===== config.mk =====
export PLATFORM = sky130hd
export DESIGN_NAME = vp_key_event_arb
export DESIGN_NICKNAME = d
export VERILOG_FILES = /design/src/rtl/vp_keyev_pkg.sv /design/src/rtl/vp_keyev_fifo.sv /design/src/rtl/vp_key_event_arb.sv
export SDC_FILE = /design/constraint.sdc
export NUM_CORES = 1
export LEC_CHECK = 0
export ABC_AREA = 0
export CAP_MARGIN = 20
export CORE_ASPECT_RATIO = 0.6
export CORE_MARGIN = 1.5
export CORE_UTILIZATION = 30
export CTS_BUF_LIST = sky130_fd_sc_hd__clkbuf_16
export DETAILED_ROUTE_END_ITERATION = 12
export GPL_TIMING_DRIVEN = 0
export MAX_ROUTING_LAYER = met4
export PLACE_DENSITY = 0.5
export SYNTH_ARGS = -nofsm -noshare
export SYNTH_HDL_FRONTEND = slang
export SYNTH_HIERARCHICAL = 1
export SYNTH_SLANG_ARGS = --single-unit

===== constraint.sdc =====
create_clock -name clk_sys -period 3.7 [get_ports clk_sys]
set_input_delay 0.37 -clock clk_sys [delete_from_list [all_inputs] [get_ports clk_sys]]
set_output_delay 0.37 -clock clk_sys [all_outputs]
set_load 0.01 [all_outputs]

===== src/rtl/vp_keyev_pkg.sv =====
// Shared types and lookup tables for the key event arbiter.
// Scan codes are PS/2 set 2 make codes. The extended-prefix bit is not used for lookup.
package vp_keyev_pkg;

    // One queued key event.
    typedef struct packed {
        logic       released;
        logic [7:0] ascii;
    } key_ev_t;

    // Result of a scan-code lookup. hit=0 means the code has no mapping.
    typedef struct packed {
        logic       hit;
        logic [7:0] ascii;
    } ps2_map_t;

    // Output sequencer states.
    typedef enum logic {
        SEQ_IDLE = 1'b0,
        SEQ_WAIT = 1'b1
    } seq_state_e;

    localparam int JOY_BITS = 10;

    // Gamepad numpad codes. Index 0 is "1" ... index 8 is "9", and index 9 is "0".
    localparam logic [JOY_BITS-1:0][7:0] JOY_ASCII = {
        8'h30, 8'h39, 8'h38, 8'h37, 8'h36,
        8'h35, 8'h34, 8'h33, 8'h32, 8'h31
    };

    // Translate a PS/2 set 2 make code into the code that vp_keymap expects.
    function automatic ps2_map_t ps2_to_ascii(input logic [7:0] code);
        ps2_map_t r;
        r.hit   = 1'b1;
        r.ascii = 8'h00;
        case (code)
            8'h45: r.ascii = 8'h30;
            8'h16: r.ascii = 8'h31;
            8'h1E: r.ascii = 8'h32;
            8'h26: r.ascii = 8'h33;
            8'h25: r.ascii = 8'h34;
            8'h2E: r.ascii = 8'h35;
            8'h36: r.ascii = 8'h36;
            8'h3D: r.ascii = 8'h37;
            8'h3E: r.ascii = 8'h38;
            8'h46: r.ascii = 8'h39;
            8'h1C: r.ascii = 8'h61;
            8'h32: r.ascii = 8'h62;
            8'h21: r.ascii = 8'h63;
            8'h23: r.ascii = 8'h64;
            8'h24: r.ascii = 8'h65;
            8'h2B: r.ascii = 8'h66;
            8'h34: r.ascii = 8'h67;
            8'h33: r.ascii = 8'h68;
            8'h43: r.ascii = 8'h69;
            8'h3B: r.ascii = 8'h6A;
            8'h42: r.ascii = 8'h6B;
            8'h4B: r.ascii = 8'h6C;
            8'h3A: r.ascii = 8'h6D;
            8'h31: r.ascii = 8'h6E;
            8'h44: r.ascii = 8'h6F;
            8'h4D: r.ascii = 8'h70;
            8'h15: r.ascii = 8'h71;
            8'h2D: r.ascii = 8'h72;
            8'h1B: r.ascii = 8'h73;
            8'h2C: r.ascii = 8'h74;
            8'h3C: r.ascii = 8'h75;
            8'h2A: r.ascii = 8'h76;
            8'h1D: r.ascii = 8'h77;
            8'h22: r.ascii = 8'h78;
            8'h35: r.ascii = 8'h79;
            8'h1A: r.ascii = 8'h7A;
            8'h29: r.ascii = 8'h20;     // space
            8'h79: r.ascii = 8'h2B;     // keypad +
            8'h4E: r.ascii = 8'h2D;     // -
            8'h7C: r.ascii = 8'h2A;     // keypad *
            8'h4A: r.ascii = 8'h2F;     // /
            8'h55: r.ascii = 8'h3D;     // =
            8'h1F: r.ascii = 8'h11;     // left GUI
            8'h27: r.ascii = 8'h12;     // right GUI
            8'h5A: r.ascii = 8'h0A;     // enter
            8'h66: r.ascii = 8'h08;     // backspace
            default: r.hit = 1'b0;
        endcase
        return r;
    endfunction

endpackage


===== src/rtl/vp_keyev_fifo.sv =====
// First-word-fall-through FIFO of key events. The head entry is visible combinationally,
// so the sequencer can pop and present an event in the same cycle.
// A push into a full FIFO is accepted only when a pop happens in the same cycle.
module vp_keyev_fifo
    import vp_keyev_pkg::*;
#(
    parameter int DEPTH = 8
) (
    input  logic    clk_i,
    input  logic    rst_i,
    input  logic    push_i,
    input  key_ev_t push_data_i,
    input  logic    pop_i,
    output key_ev_t head_o,
    output logic    full_o,
    output logic    empty_o
);
    localparam int AW = $clog2(DEPTH);

    key_ev_t     mem_q [DEPTH];
    logic [AW:0] wr_ptr_q, wr_ptr_d;
    logic [AW:0] rd_ptr_q, rd_ptr_d;
    logic        do_push;
    logic        do_pop;

    // The extra pointer bit separates the full case from the empty case.
    assign empty_o = (wr_ptr_q == rd_ptr_q);
    assign full_o  = (wr_ptr_q[AW] != rd_ptr_q[AW]) && (wr_ptr_q[AW-1:0] == rd_ptr_q[AW-1:0]);
    assign do_pop  = pop_i && !empty_o;
    assign do_push = push_i && (!full_o || do_pop);
    assign head_o  = mem_q[rd_ptr_q[AW-1:0]];

    // Advance the pointers on accepted pushes and pops.
    always_comb begin
        wr_ptr_d = wr_ptr_q;
        rd_ptr_d = rd_ptr_q;
        if (do_push) wr_ptr_d = wr_ptr_q + (AW+1)'(1);
        if (do_pop)  rd_ptr_d = rd_ptr_q + (AW+1)'(1);
    end

    // Pointer registers. Reset empties the queue.
    always_ff @(posedge clk_i or posedge rst_i) begin
        if (rst_i) begin
            wr_ptr_q <= '0;
            rd_ptr_q <= '0;
        end else begin
            wr_ptr_q <= wr_ptr_d;
            rd_ptr_q <= rd_ptr_d;
        end
    end

    // Storage write. The storage needs no reset because the pointers define validity.
    always_ff @(posedge clk_i) begin
        if (do_push) mem_q[wr_ptr_q[AW-1:0]] <= push_data_i;
    end

endmodule


===== src/rtl/vp_key_event_arb.sv =====
// Merges PS/2 key events and gamepad numpad buttons into the single
// rx_data_ready/rx_ascii/rx_released stream consumed by vp_keymap.
// Optional feature: define VP_KEYEV_REPEAT_FILTER_EN to drop typematic repeats of the held PS/2 key.
module vp_key_event_arb
    import vp_keyev_pkg::*;
#(
    parameter int FIFO_DEPTH = 8,
    parameter int GAP_CYC    = 16
) (
    input  logic        clk_sys,
    input  logic        reset,
    input  logic [10:0] ps2_key_i,
    input  logic [9:0]  joy_numpad_i,
    output logic        rx_data_ready_o,
    output logic [7:0]  rx_ascii_o,
    output logic        rx_released_o,
    output logic        overflow_o
);
    localparam int                GAP_W    = (GAP_CYC > 2) ? $clog2(GAP_CYC) : 1;
    localparam logic [GAP_W-1:0] GAP_LOAD = GAP_W'(GAP_CYC - 1);

    // PS/2 capture
    logic           ps2_t_q;
    logic           first_q;
    ps2_map_t       ps2_map;
    logic           ps2_toggle;
    logic           ps2_pressed;
    logic           ps2_repeat;
    logic           ps2_want;
    logic           unused_ext;

    // gamepad capture
    logic [JOY_BITS-1:0] joy_prev_q;
    logic [JOY_BITS-1:0] pend_q, pend_d;
    logic [JOY_BITS-1:0] pend_all;
    logic [JOY_BITS-1:0] joy_onehot;
    logic                joy_any;
    logic [3:0]          joy_idx;
    logic                joy_push;

    // queue and sequencer
    logic            fifo_room;
    logic            fifo_push;
    key_ev_t         fifo_din;
    key_ev_t         fifo_head;
    logic            fifo_full;
    logic            fifo_empty;
    logic            seq_pop;
    seq_state_e      state_q, state_d;
    logic [GAP_W-1:0] gap_q, gap_d;
    logic            overflow_q, overflow_d;
    logic            ready_q;
    logic [7:0]      ascii_q;
    logic            released_q;

    assign unused_ext  = ps2_key_i[8];
    assign ps2_map     = ps2_to_ascii(ps2_key_i[7:0]);
    assign ps2_pressed = ps2_key_i[9];
    assign ps2_toggle  = !first_q && (ps2_key_i[10] != ps2_t_q);

    // Track the toggle bit. The first cycle after reset only primes ps2_t_q.
    always_ff @(posedge clk_sys or posedge reset) begin
        if (reset) begin
            ps2_t_q <= 1'b0;
            first_q <= 1'b1;
        end else begin
            ps2_t_q <= ps2_key_i[10];
            first_q <= 1'b0;
        end
    end

`ifdef VP_KEYEV_REPEAT_FILTER_EN
    logic [7:0] last_make_q, last_make_d;

    // Detect a repeat of the held key and maintain the held-key register.
    // Mapped codes are never 0x00, so 0x00 means that no key is held.
    always_comb begin
        ps2_repeat  = ps2_pressed && (ps2_map.ascii == last_make_q);
        last_make_d = last_make_q;
        if (ps2_toggle && ps2_map.hit) begin
            if (ps2_pressed)                          last_make_d = ps2_map.ascii;
            else if (ps2_map.ascii == last_make_q)    last_make_d = 8'h00;
        end
    end

    // Register for the last PS/2 make that is still held.
    always_ff @(posedge clk_sys or posedge reset) begin
        if (reset) last_make_q <= 8'h00;
        else        last_make_q <= last_make_d;
    end
`else
    assign ps2_repeat = 1'b0;
`endif

    assign ps2_want = ps2_toggle && ps2_map.hit && !ps2_repeat;

    // pend_all marks the buttons whose state differs from the state last reported.
    // An XOR is used so that a press and release before service cancel out.
    assign pend_all = pend_q ^ (joy_numpad_i ^ joy_prev_q);

    // Select the lowest-numbered pending button.
    always_comb begin
        joy_any = 1'b0;
        joy_idx = '0;
        for (int i = JOY_BITS - 1; i >= 0; i--) begin
            if (pend_all[i]) begin
                joy_any = 1'b1;
                joy_idx = 4'(i);
            end
        end
    end

    assign fifo_room = !fifo_full || seq_pop;
    assign joy_push  = joy_any && !ps2_want && fifo_room;

    // A pending bit is cleared only when its event enters the queue.
    for (genvar gi = 0; gi < JOY_BITS; gi++) begin : g_pend
        assign joy_onehot[gi] = joy_push && (joy_idx == 4'(gi));
        assign pend_d[gi]     = pend_all[gi] && !joy_onehot[gi];
    end

    // Gamepad history and pending set. After reset, held buttons appear as new presses.
    always_ff @(posedge clk_sys or posedge reset) begin
        if (reset) begin
            joy_prev_q <= '0;
            pend_q     <= '0;
        end else begin
            joy_prev_q <= joy_numpad_i;
            pend_q     <= pend_d;
        end
    end

    // One write per cycle. PS/2 has priority, and a PS/2 event with no room is lost.
    always_comb begin
        fifo_push  = 1'b0;
        fifo_din   = '0;
        overflow_d = overflow_q;
        if (ps2_want) begin
            fifo_din = '{released: !ps2_pressed, ascii: ps2_map.ascii};
            if (fifo_room) fifo_push  = 1'b1;
            else           overflow_d = 1'b1;
        end else if (joy_push) begin
            fifo_push = 1'b1;
            fifo_din  = '{released: !joy_numpad_i[joy_idx], ascii: JOY_ASCII[joy_idx]};
        end
    end

    // Sticky flag for dropped PS/2 events.
    always_ff @(posedge clk_sys or posedge reset) begin
        if (reset) overflow_q <= 1'b0;
        else       overflow_q <= overflow_d;
    end

    vp_keyev_fifo #(
        .DEPTH       (FIFO_DEPTH)
    ) u_fifo (
        .clk_i       (clk_sys),
        .rst_i       (reset),
        .push_i      (fifo_push),
        .push_data_i (fifo_din),
        .pop_i       (seq_pop),
        .head_o      (fifo_head),
        .full_o      (fifo_full),
        .empty_o     (fifo_empty)
    );

    // Sequencer state register.
    always_ff @(posedge clk_sys or posedge reset) begin
        if (reset) begin
            state_q <= SEQ_IDLE;
            gap_q   <= '0;
        end else begin
            state_q <= state_d;
            gap_q   <= gap_d;
        end
    end

    // Sequencer next state. WAIT leaves when the counter reaches 0, so strobes are GAP_CYC apart.
    always_comb begin
        state_d = state_q;
        gap_d   = gap_q;
        case (state_q)
            SEQ_IDLE: begin
                if (seq_pop) begin
                    gap_d   = GAP_LOAD;
                    state_d = (GAP_CYC > 1) ? SEQ_WAIT : SEQ_IDLE;
                end
            end
            SEQ_WAIT: begin
                if (gap_q > GAP_W'(1)) begin
                    gap_d = gap_q - GAP_W'(1);
                end else begin
                    gap_d   = '0;
                    state_d = SEQ_IDLE;
                end
            end
            default: state_d = SEQ_IDLE;
        endcase
    end

    // Sequencer outputs. Pop the head when the sequencer is idle and the gap has expired.
    always_comb begin
        seq_pop = (state_q == SEQ_IDLE) && !fifo_empty && (gap_q == '0);
    end

    // Output registers. The strobe lasts one cycle, and the code and flag hold until the next event.
    always_ff @(posedge clk_sys or posedge reset) begin
        if (reset) begin
            ready_q    <= 1'b0;
            ascii_q    <= 8'h00;
            released_q <= 1'b0;
        end else begin
            ready_q <= seq_pop;
            if (seq_pop) begin
                ascii_q    <= fifo_head.ascii;
                released_q <= fifo_head.released;
            end
        end
    end

    assign rx_data_ready_o = ready_q;
    assign rx_ascii_o      = ascii_q;
    assign rx_released_o   = released_q;
    assign overflow_o      = overflow_q;

endmodule


# [After elaboration in Yosys (flattened, before gate mapping)]
# Memory sizes are Yosys's and may differ from the RTL's. A register that Yosys moved wholly into a read port is not among the register bits.
# Index checks and enable logic that the tools add are counted.
[word_totals] ff_bits=37 n_memories=2 mem_bits_rw=72 rom_bits=128 out_inout_bits=11 inputBits=23 word_cells=170
[mem_list] memory="(name not given)" words=16 word_bits=8 rd=1 rd_clocked_by_memory_dff=0 wr=0 line="vp_key_event_arb.sv:144" rtl="fifo_din = '{released: !joy_numpad_i[joy_idx], ascii: JOY_ASCII[joy_idx]};"
[mem_list] memory="u_fifo.mem_q" words=8 word_bits=9 rd=1 rd_clocked_by_memory_dff=1 wr=1 line="vp_keyev_fifo.sv:20" rtl="key_ev_t mem_q [DEPTH];"
[classes] bitwise=4 n_eq_ne=60 magnitude_cmp=2 n_addsub=3 muxes=38 reduce_logical=51
[ops] cell="one-hot mux 7 bit (46 select lines)" n=1
[ops] cell="equality test 8 x 6 -> 1 bit, second input constant" n=24
[ops] cell="equality test 8 x 7 -> 1 bit, second input constant" n=14
[ops] cell="equality test 8 x 5 -> 1 bit, second input constant" n=8
[ops] cell="two-way mux 4 bit" n=12
[ops] cell="OR reduction 46 bit" n=1
[ops] cell="logical AND 1 bit" n=29
[ops] cell="bitwise XOR 10 bit" n=2
[ops] cell="two-way mux 1 bit" n=19
[ops] cell="two-way mux 9 bit" n=2
[ops] cell="equality test 4 x 3 -> 1 bit, second input constant" n=4
[ops] cell="logical NOT 1 bit" n=16
[ops] cell="adder 4 x 1 -> 4 bit, second input constant" n=2
[ops] cell="equality test 4 x 2 -> 1 bit, second input constant" n=2
[ops] cell="equality test 4 bit, second input constant" n=2
[ops] cell="logical NOT 4 bit" n=2
[ops] cell="two-way mux 8 bit" n=1
[ops] cell="one-hot mux 4 bit (2 select lines)" n=1
[ops] cell="< comparator 4 x 5 -> 1 bit, second input constant" n=1
[ops] cell="binary-select mux 1 bit (select 4 bit)" n=1
[ops] cell="equality test 4 x 1 -> 1 bit, second input constant" n=1
[ops] cell="equality test 4 bit" n=1
[ops] cell="greater-than comparator 4 x 1 -> 1 bit, second input constant" n=1
[ops] cell="subtractor 4 x 1 -> 4 bit, second input constant" n=1
[ops] cell="other kinds (7)" n=10

# [Longest topological paths before layout]
[logic_depth] depth_word=19 mapped_depth=14 ltp_nobuf=12

# [Cells and area by module]
# The synthesis kept the hierarchy.
[by_module_without_submodules] module="vp_keyev_fifo" n_inst=1 seq_area_each_um2=2362.3 area_each_um2=3295.7 cells_each=162
[by_module_without_submodules] module="vp_key_event_arb" n_inst=1 seq_area_each_um2=952.2 area_each_um2=3146.8 cells_each=357

# [Worst setup path after synthesis]
# No wires, ideal clock.
[synth_timing] kind="input to register" start="in ps2_key_i[4]" end="mem u_fifo/mem_q[5][0] (netlist bit) (enable)" path_buffers=3 setup_ps=403 slack_ps=-533 t_arrival_ps=3831 required_time_ps=3297 path_stages=12 path_cell_list="buf_4 or4b_1 buf_2 or3_1 o211ai_1 or4_1 or3_4 o21ai_4 buf_4 o21ai_1 nand2_1 nor4b_1"
[synth_via] elab_chain_cells=12 elab_cells_between_ends=57 cone_classes="eq/ne (46); mux (5); reduce/logical (6)"
[synth_lines] element="from (decl)" line="vp_key_event_arb.sv:12" rtl="input logic [10:0] ps2_key_i,"
[synth_lines] element="equality test 8 x 7 -> 1 bit, or another cell as far along" line="vp_keyev_pkg.sv:36" rtl="case (code)"
[synth_lines] element="OR reduction 46 bit (no line) (*)"
[synth_lines] element="two-way mux 1 bit (*)" line="vp_keyev_pkg.sv:36"
[synth_lines] element="logical AND 1 bit (*)" line="vp_key_event_arb.sv:95" rtl="assign ps2_want = ps2_toggle && ps2_map.hit && !ps2_repeat;"
[synth_lines] element="logical NOT 1 bit" line="vp_key_event_arb.sv:114" rtl="assign joy_push = joy_any && !ps2_want && fifo_room;"
[synth_lines] element="logical AND 1 bit (2 in series)" line="vp_key_event_arb.sv:114"
[synth_lines] element="two-way mux 1 bit" line="vp_key_event_arb.sv:142" rtl="end else if (joy_push) begin"
[synth_lines] element="two-way mux 1 bit (*)" line="vp_key_event_arb.sv:138" rtl="if (ps2_want) begin"
[synth_lines] element="via fifo_push" line="vp_key_event_arb.sv:43" rtl="logic fifo_push;"
[synth_lines] element="logical AND 1 bit (*)" line="vp_keyev_fifo.sv:30" rtl="assign do_push = push_i && (!full_o || do_pop);"
[synth_lines] element="two-way mux 1 bit (*)" line="vp_keyev_fifo.sv:54" rtl="if (do_push) mem_q[wr_ptr_q[AW-1:0]] <= push_data_i;"
[synth_lines] element="two-way mux 1 bit (implied by the code) (*)" line="vp_keyev_fifo.sv:54"
[synth_lines] element="to (decl)" line="vp_keyev_fifo.sv:20"
# The timed path passes the listed nets; every way through them passes the cells marked *.

# [Worst setup path in the final report]
[layout_timing] start="in ps2_key_i[4]" end="mem u_fifo/mem_q[7][6] (netlist bit) (enable)"
# Same word-level chain as after synthesis.

==> impl_metrics.json <==
{
  "grt_usage_pct": 16.63,
  "detail_route.first_pass.iterations": 4,
  "rows": 41,
  "arrival_ps": 3660,
  "hold_viol_final": 0,
  "root_buffer": "clkbuf_16",
  "synthMuxAreaShare_pct": 9.944,
  "grt_max_degree": 39,
  "io_buffer_count": 29,
  "drtIter0Drc": 382,
  "path_clk_slew_ps": 60,
  "critical_path_buf_inv_count": 6,
  "maxCapViolCount": 0,
  "finalSetupTns_ps": 0,
  "ys_ff_latch": 118,
  "min_period_over_period_pct": 95.71,
  "finalNonFillerCells": 888,
  "synth_edf_count": 72,
  "clk_latency_ps": 410,
  "fin_ws_ps": 158.7,
  "synth_area_sq_um": 6442,
  "cts_tree": "done",
  "yosys_warnings": 6,
  "critPathSlowestCell": "or4b_1",
  "power_w": 0.006483,
  "routedWlPerCell_microns": 19.17,
  "diodes": 0,
  "synth-simple-area-share_pct": 14.80,
  "num-nets-final": 629,
  "antenna_found_initial": 0,
  "setup_viol": 0,
  "cp_max_fo": 10,
  "synthAdderAreaFrac_pct": 1.942,
  "slowest_delay_ps": 520,
  "synth_xor_area_share_pct": 6.312,
  "synth_compound_area_share_pct": 11.63,
  "hold_path_class": "input port to async pin",
  "async_reset_ff_share_pct": 38.98,
  "rsz0062_at_grt": "no",
  "slew_violations": 0,
  "start_kind": "input port",
  "fp.dieW_microns": 192.2,
  "synth_top_family_by_area": "simple AND/OR/NAND/NOR gates",
  "grt_pass1_vias": 4511,
  "ys_seq_area_share_pct": 51.45,
  "clock_path_buffers": 2,
  "max_freq_mhz": 282.4,
  "die_h_microns": 116.5,
  "routed_wl_microns": 17020,
  "drive_gt1_share_pct": 23.65,
  "hpwl_microns": 12140,
  "via_per_inst": 5.213,
  "start_util_pct": 30.63,
  "ir_worst_vdd_mv": 0.2902,
  "cp_top_family": "simple AND/OR/NAND/NOR gates",
  "numCtsBuffers": 17,
  "dieArea_sq_um": 22390,
  "final-seq-area_sq_um": 3314,
  "required_ps": 3810,
  "fillerInstances": 2022,
  "cp-end-kind": "flop",
  "htree_levels": 4,
  "syn_area_per_cell_sq_um": 12.41,
  "pre_cts_ws_ps": -1678,
  "multi_input_area_sq_um": 3127,
  "finClkSkew_ps": 14.48,
  "ys.flop_type": "edfxtp_1",
  "core_sq_um": 21030,
  "netlist_instances": 519,
  "grt_remaining_overflow": 0,
  "place_inst": 837,
  "tightest_slew_ps": 834.0,
  "grt_pass1_wl_microns": 26790,
  "crit_chain": "clkdlybuf4s50_1 -> buf_4 -> or4b_1 -> buf_4 -> or3_1 -> o211ai_1 -> or4_4 -> or3_4 -> o21ai_4 -> buf_8 -> o21ai_4 -> nand4_1 -> buf_4 -> nor2_4 -> buf_12",
  "power_density_nw_per_um2": 798.1,
  "status": "finished, final reports clean",
  "io_pins": 34,
  "ant_nets": 0,
  "areaGrowthSynthToFinish_pct": 26.08,
  "crit_path_frequent_cell": "buf_4",
  "drc": 0,
  "slew_headroom_pct": 44.40,
  "p_leak_nw": 3.084,
  "num_vias": 4629,
  "place.gp.congestion": 0.9534,
  "fin_crit_ps": 3541,
  "ys_types": 86,
  "clock-sinks": 118,
  "critPathKind": "input port to flop"
}
## kinds of logic (layout without fill, tap and decap cells)
family	count (synthesis)	in the layout
and+or+nand+nor	178	178
DFF	118	118
AOI/OAI and AO/OA	94	94
buffers and inverters	50	132
muxes	40	40
xor gates and xnor gates	28	28
adders and majority gates	10	10
other	1	9
## layout make-up
cell class	instances	area share, %
flip-flops and latches	118	40.80
multi-input cells	359	38.49
repair buffers	51	6.131
clock buffers	18	5.545
well taps	279	4.298
plain buffers	35	2.588
clock inverters	14	1.494
inverters	14	0.6470
## final timing paths
check | startpoint | end | slack, ps | depth (start not counted)
max | ps2_key_i[4] | u_fifo/mem_q[7][6]$_DFFE_PP_ | 160 | 15
min | reset | u_fifo/wr_ptr_q[0]$_DFFE_PP0P_ | 280 | 2
max reg2reg | joy_prev_q[8]$_DFF_PP0_ | u_fifo/mem_q[6][3]$_DFFE_PP_ | 340 | 9
min reg2reg | rx_ascii_o[5]$_DFFE_PP0P_ | rx_ascii_o[5]$_DFFE_PP0P_ | 490 | 2
max in group asynchronous | reset | overflow_o$_DFFE_PP0P_ | 2680 | 2
min in group clk_sys | ps2_key_i[10] | ps2_t_q$_DFF_PP0_ | 460 | 1
## stage by stage
step / hold WS, ps / area, sq um / utilization (%)
6_report: 275.7 / 8123 / 38.62
5_1_grt: 330.7 / 8123 / 38.62
4_1_cts: 283.6 / 7969 / 37.89
3_5_place_dp: 472.4 / 7194 / 34.21
3_3_place_gp: 464.2 / 7176 / 34.12
2_1_floorplan: 185.7 / 6536 / -
## state kept, by name, indices dropped and copies added (netlist names)
name	count
rx_ascii_o	8
u_fifo/wr_ptr_q	4
overflow_o	1
pend_q	10
u_fifo/mem_q	72
joy_prev_q	10
ps2_t_q	1
gap_q	4
first_q	1
rx_released_o	1
u_fifo/rd_ptr_q	4
rx_data_ready_o	1
state_q	1
## power by group
| group | leakage [nW] | internal [W] | switching, W |
|---|---|---|---|
| Clock | 0.286 | 0.000967 | 0.000621 |
| Combinational | 1.60 | 0.00117 | 0.00153 |
| Sequential | 1.20 | 0.00202 | 0.000171 |
## synth_stat cells (all sizes together), types with 3 or more instances
master | n | area [sq um]
clkbuf | 15 | 56.30
a31oi | 8 | 50.05
nor4b | 5 | 50.04
o32ai | 3 | 26.28
a211oi | 3 | 22.52
o311ai | 4 | 52.56
mux2 | 12 | 135.1
xnor3 | 9 | 202.7
a22o | 3 | 26.28
nand4 | 4 | 25.02
and2 | 3 | 18.77
a2bb2oi | 4 | 41.29
mux2i | 10 | 100.1
buf | 21 | 140.1
nand4b | 3 | 26.28
xnor2 | 13 | 121.4
xor2 | 4 | 35.03
o22ai | 5 | 31.28
nor2b | 10 | 62.56
nor4 | 10 | 62.56
edfxtp | 72 | 2162
nand3b | 3 | 22.52
or3 | 3 | 23.77
inv | 14 | 52.55
a41oi | 7 | 61.31
a21oi | 10 | 50.05
ha | 10 | 125.1
nand2 | 62 | 232.7
mux4 | 18 | 405.4
nor3 | 11 | 60.06
nand2b | 7 | 43.79
o21ai | 15 | 90.09
nand3 | 8 | 45.04
nor4bb | 5 | 50.05
dfrtp | 45 | 1126
nor2 | 30 | 112.6
o211ai | 4 | 30.03
o31ai | 8 | 78.82
## cell usage in the layout, fill, tap and decap left out, types with 5 or more instances in the layout
cell type        Yosys  layout
ha_1                10      10
clkdlybuf4s50_1      0      28
mux2_2              10      10
xnor3_1              9       9
a41oi_1              7       7
mux4_2              18      18
dfrtp_1             45      45
buf_6                3       7
nand2_1             62      60
clkbuf_16            0      18
o31ai_1              6       6
buf_4                8      25
a31oi_1              8       7
a21oi_1             10       8
conb_1               1       9
xnor2_1             12      12
nor2b_1             10       9
nor2_1              30      29
nor3_1              10       7
buf_2                7       5
nand3_1              7       6
nand2b_1             7       6
clkbuf_1            15      10
inv_1               13      13
o22ai_1              5       5
o21ai_0             10      10
mux2i_1             10      10
edfxtp_1            72      72
nor4_1              10       6
## metal layers
layer	vias up	track usage (%)	wire [microns]
met1	2334	24.81	8664
met5	-	-	0
met3	10	3.636	1139
met4	0	4.651	104
met2	145	22.33	7112
li1	2140	-	-
## what timing repair did
action / 4_1_cts / 5_1_grt
pin swaps: 8 / 10
endpoints found under the setup margin: 104 / 106
gates resized for setup: 18 / 25
setup buffers: 13 / 7
cloned: 0 / 0
hold buffers: 0 / 0
Note: power is estimated with default switching activity, not from simulation.
